$ cat src/rtl/decrypt.sv
`default_nettype none
// ============================================================================
// Module   : decrypt
// Brief    : LWE decryption, computes b - <a,s> mod q and rounds to mod p.
// Revision : 1.0
// ============================================================================
module decrypt #(
    parameter int PLAINTEXT_MODULUS  = 64,
    parameter int PLAINTEXT_WIDTH    = 6,
    parameter int CIPHERTEXT_MODULUS = 1024,
    parameter int CIPHERTEXT_WIDTH   = 10,
    parameter int DIMENSION          = 10
) (
    input  logic                        clk,
    input  logic                        rst_n,
    input  logic [CIPHERTEXT_WIDTH-1:0] ct_data,
    input  logic                        ct_valid,
    input  logic                        ct_last,
    output logic                        ct_ready,
    input  logic [CIPHERTEXT_WIDTH-1:0] secretkey [DIMENSION-1:0],
    output logic [PLAINTEXT_WIDTH-1:0]  pt_data,
    output logic                        pt_valid,
    input  logic                        pt_ready,
    output logic                        frame_err
);

    localparam int CW    = CIPHERTEXT_WIDTH;
    localparam int PW    = PLAINTEXT_WIDTH;
    localparam int SH    = CW - PW;
    localparam int CNT_W = $clog2(DIMENSION + 1);
    localparam logic [CNT_W-1:0] LAST_BEAT  = CNT_W'(DIMENSION);
    localparam logic [CW-1:0]    ROUND_HALF = CW'(CIPHERTEXT_MODULUS / (2 * PLAINTEXT_MODULUS));

    typedef enum logic [0:0] {
        RECV = 1'b0,
        OUT  = 1'b1
    } state_t;

    state_t           state;
    state_t           state_next;
    logic [CNT_W-1:0] beat_cnt;
    logic [CW-1:0]    acc;
    logic [CW-1:0]    key_sel;
    logic [CW-1:0]    prod;
    logic [CW-1:0]    acc_next;
    logic [CW-1:0]    rounded_sum;
    logic [PW-1:0]    pt_next;
    logic             beat_fire;
    logic             is_final;
    logic             bad_last;

    assign ct_ready  = (state == RECV);
    assign pt_valid  = (state == OUT);
    assign beat_fire = ct_valid && (state == RECV);
    assign is_final  = (beat_cnt == LAST_BEAT);
    // ct_last must appear exactly on the final beat; any other pairing is malformed
    assign bad_last  = (ct_last != is_final);

    always_comb begin
        key_sel = '0;
        for (int i = 0; i < DIMENSION; i++) begin
            if (beat_cnt == CNT_W'(i + 1)) begin
                key_sel = secretkey[i];
            end
        end
    end

    assign prod        = ct_data * key_sel;
    assign acc_next    = (beat_cnt == '0) ? ct_data : (acc - prod);
    assign rounded_sum = acc_next + ROUND_HALF;
    assign pt_next     = PW'(rounded_sum >> SH);

    always_ff @(posedge clk or negedge rst_n) begin
        if (!rst_n) begin
            state <= RECV;
        end else begin
            state <= state_next;
        end
    end

    always_comb begin
        state_next = state;
        unique case (state)
            RECV: begin
                if (beat_fire && is_final && !bad_last) begin
                    state_next = OUT;
                end
            end
            OUT: begin
                if (pt_ready) begin
                    state_next = RECV;
                end
            end
            default: state_next = RECV;
        endcase
    end

    always_ff @(posedge clk or negedge rst_n) begin
        if (!rst_n) begin
            beat_cnt  <= '0;
            acc       <= '0;
            pt_data   <= '0;
            frame_err <= 1'b0;
        end else begin
            frame_err <= 1'b0;
            if (beat_fire) begin
                if (bad_last) begin
                    beat_cnt  <= '0;
                    frame_err <= 1'b1;
                end else if (is_final) begin
                    acc     <= acc_next;
                    pt_data <= pt_next;
                end else begin
                    acc      <= acc_next;
                    beat_cnt <= beat_cnt + CNT_W'(1);
                end
            end else if ((state == OUT) && pt_ready) begin
                beat_cnt <= '0;
            end
        end
    end

endmodule
`default_nettype wire

$ cat config.mk
export PLATFORM = sky130hd
export DESIGN_NAME = decrypt
export DESIGN_NICKNAME = d
export VERILOG_FILES = /design/src/rtl/decrypt.sv
export SDC_FILE = /design/constraint.sdc
export NUM_CORES = 1
export LEC_CHECK = 0
export CAP_MARGIN = 10
export CORE_UTILIZATION = 31
export CTS_BUF_LIST = sky130_fd_sc_hd__clkbuf_8
export DETAILED_ROUTE_END_ITERATION = 16
export SLEW_MARGIN = 10
export SYNTH_ARGS = -nofsm -noshare
export SYNTH_HDL_FRONTEND = slang
export SYNTH_SLANG_ARGS = --single-unit
export TNS_END_PERCENT = 30
$ cat constraint.sdc
create_clock -name clk -period 11.12 [get_ports clk]
set_input_delay 1.112 -clock clk [delete_from_list [all_inputs] [get_ports clk]]
set_output_delay 1.112 -clock clk [all_outputs]
set_load 0.01 [all_outputs]
==> flow_metrics.tcl <==
set metrics [dict create \
    status "complete, no violations" \
    port_buffers 123 \
    synth_top_area_share_pct 15.1 \
    slew_headroom_pct 32.4 \
    viasPerCell 5.09 \
    synth_edf_count 0 \
    syn_inst 534 \
    rsz0062_at_grt "no" \
    syn_area_sq_mm 0.00424 \
    antenna_found_initial 0 \
    synth_seq_area_share_pct 13.0 \
    dpl_cell_area_sq_mm 0.00557 \
    maxSlewViolCount 0 \
    ant_nets 0 \
    coreArea_sq_mm 0.0133 \
    post-synth-top-count-cell "inv_1" \
    detailed_place_hpwl_um 10900 \
    pwr-share-comb_pct 88.6 \
    area_growth_pct 32.3 \
    hold_viol_final 0 \
    cts_resized 0 \
    finalNetCount 824 \
    ioPinCount 124 \
    holdCritStartpoint "acc[8]" \
    synth_fp_nets 716 \
    ys_seq_elements 22 \
    synth_common_cells "inv_1, nand2_1, and2_1, ha_1, a21oi_1" \
    crit_required_ps 11240 \
    min_period_over_period_pct 61.7 \
    clock_skew_ps 5.63 \
    critPathArrivalTime_ps 6980 \
    switching_share_pct 48.1 \
    tritoncts "yes" \
    cts_inserted_buffers 3 \
    synthFlopType "dfrtp_1" \
    power_density_mw_per_mm2 263 \
    cts_setup_buffers 0 \
    syn_avg_cell_area_sq_um 7.94 \
    htree_levels 1 \
    worstHoldPathType "reg2reg" \
    vias 4153 \
    worstMarginPinSlew_ps 1010 \
    pwr-share-clk_pct 3.3 \
    cp-start-kind "flop" \
    grt_pass1_wl_um 22100 \
    insertion_delay_ps 260 \
    finalInstanceArea_sq_mm 0.00561 \
    fin_setup_tns_ps 0 \
    fmax_ghz 0.146 \
    root_buffer "clkbuf_8" \
    wirelength_um 13400 \
    wl_per_cell_um 16.4 \
    p_int_w 0.000765 \
    clkTransAtPathRegs_ps 80 \
    cap_violations 0 \
    clock-sinks 22 \
    yosysWarnings 0 \
    fin_crit_ps 6860 \
    diodes 0 \
    worstSetupPathType "reg2reg" \
    cts_hold_buf 0 \
    dieArea_sq_mm 0.0141 \
    post_route_cells_drive_above_1_share_pct 3.59 \
    initial_core_util_pct 31.9 \
    grt_usage_pct 19.5 \
    nFillCells 1333 \
    drtIter0Drc 168 \
    ys_top_cells_by_area "fa_1, dfrtp_1, ha_1, inv_1, and2_1" \
    cp-startpoint "beat_cnt[3]" \
    p_switching_w 0.000710 \
    synth_top_area_cell "fa_1" \
    async_reset_ff_share_pct 100 \
    clock_path_buffers 2 \
    setup-violations-final 0 \
    endpoint_kind "flop" \
    total_power_w 0.00147 \
    leakage_nw 2.45 \
    firstDrtPassIters 4 \
    num_rows 42 \
    seqPwrFrac_pct 8.1 \
    grt_pass1_vias 4197 \
    drc_errors 0 \
    ir_drop_v 0.000169 \
    gr-total-overflow 0 \
    gp_congestion 0.808 \
    rr_startpoint "beat_cnt[3]" \
    worstPathMaxFanout 14 \
    synth.distinct_cells 61 \
    die_h_um 119 \
    die_w_um 119 \
    grt_start_max_net_pins 53 \
]
## logic make-up after synthesis
kind of cell,synth area share [%]
simple gates,21.6
compound gates,21.1
buf+inv,10.4
fa+ha+maj,25.5
xor+xnor,7.53
flops,13.0
mux,1.00
## power groups by stage
stage	clock network [W]	logic [W]	registers (W)
detailed placement	0	0.00130	0.000121
finish	0.0000486	0.00131	0.000119
global route	0.0000526	0.00148	0.000122
CTS	0.0000503	0.00131	0.000119
floorplan	0	0.00104	0.000114
global placement	0	0.00128	0.000120
## cells in the final DEF (no fill, tap or decap), drive strengths merged, types with 6 or more instances in the layout
master and count:
a221oi 6, dfrtp 22, o22ai 6, nor2 25, and2 38, ha 35
fa 32, a21oi 34, xnor2 20, clkdlybuf4s50 123, a211oi 13, nand3 7
a31oi 6, nand2 63, inv 74, a21o 6, nand3b 13, o21ai 35
nor2b 13
## registers in the layout (all words and copies together), names as in the netlist
name	flops
beat_cnt	4
pt_data	6
pt_valid	1
acc	10
frame_err	1
## worst max-delay path, cell delays in order (launching register included)
cell	delay, ps
dfrtp_1	640
nor2b_1	630
nand2_1	440
o21ai_1	260
a21oi_2	140
and2_1	230
fa_1	530
inv_1	50
fa_1	490
inv_1	60
fa_1	550
fa_1	420
fa_1	390
xnor2_1	190
xnor2_1	160
xnor2_1	170
xnor3_1	390
xnor2_2	150
xnor2_1	180
xor3_1	380
a21oi_1	170
o31ai_2	80
## metal layers
layer | GRT usage (%) | share of wire (%) | up-vias
met5 | 0 | 0 | -
met3 | 1.87 | 4.4 | 24
li1 | - | - | 2002
met2 | 32.6 | 47 | 111
met4 | 4.51 | 2.4 | 0
met1 | 27.1 | 46 | 2016
## through the flow
stage	utilization (%)	cells	hold slack, ps	worst slack, ps
2_1_floorplan	-	534	450	4930
3_3_place_gp	41.9	813	468	4140
3_5_place_dp	41.9	813	474	4040
4_1_cts	42.2	816	492	4280
5_1_grt	42.2	816	522	3750
6_report	42.2	816	486	4260
## final timing paths
check | slack (ps) | depth (start not counted) | endpoint
setup / recovery | 4260 | 21 | acc[9]
hold / removal | 490 | 2 | acc[8]
setup reg to reg | 4260 | 21 | acc[9]
hold reg to reg | 490 | 2 | acc[8]
max in group asynchronous | 9100 | 1 | acc[5]
min in group asynchronous | 1410 | 1 | acc[2]
## area by class of cell
type                    instances  area, sq um  area share (%)
flip-flops and latches         22          551            9.82
clock buffers                   3         41.3           0.736
well taps                     176          220            3.93
repair buffers                128         1270            22.6
inverters                      74          278            4.95
multi-input cells             413         3250            57.9
No activity file was read; power rests on OpenSTA's default activity.
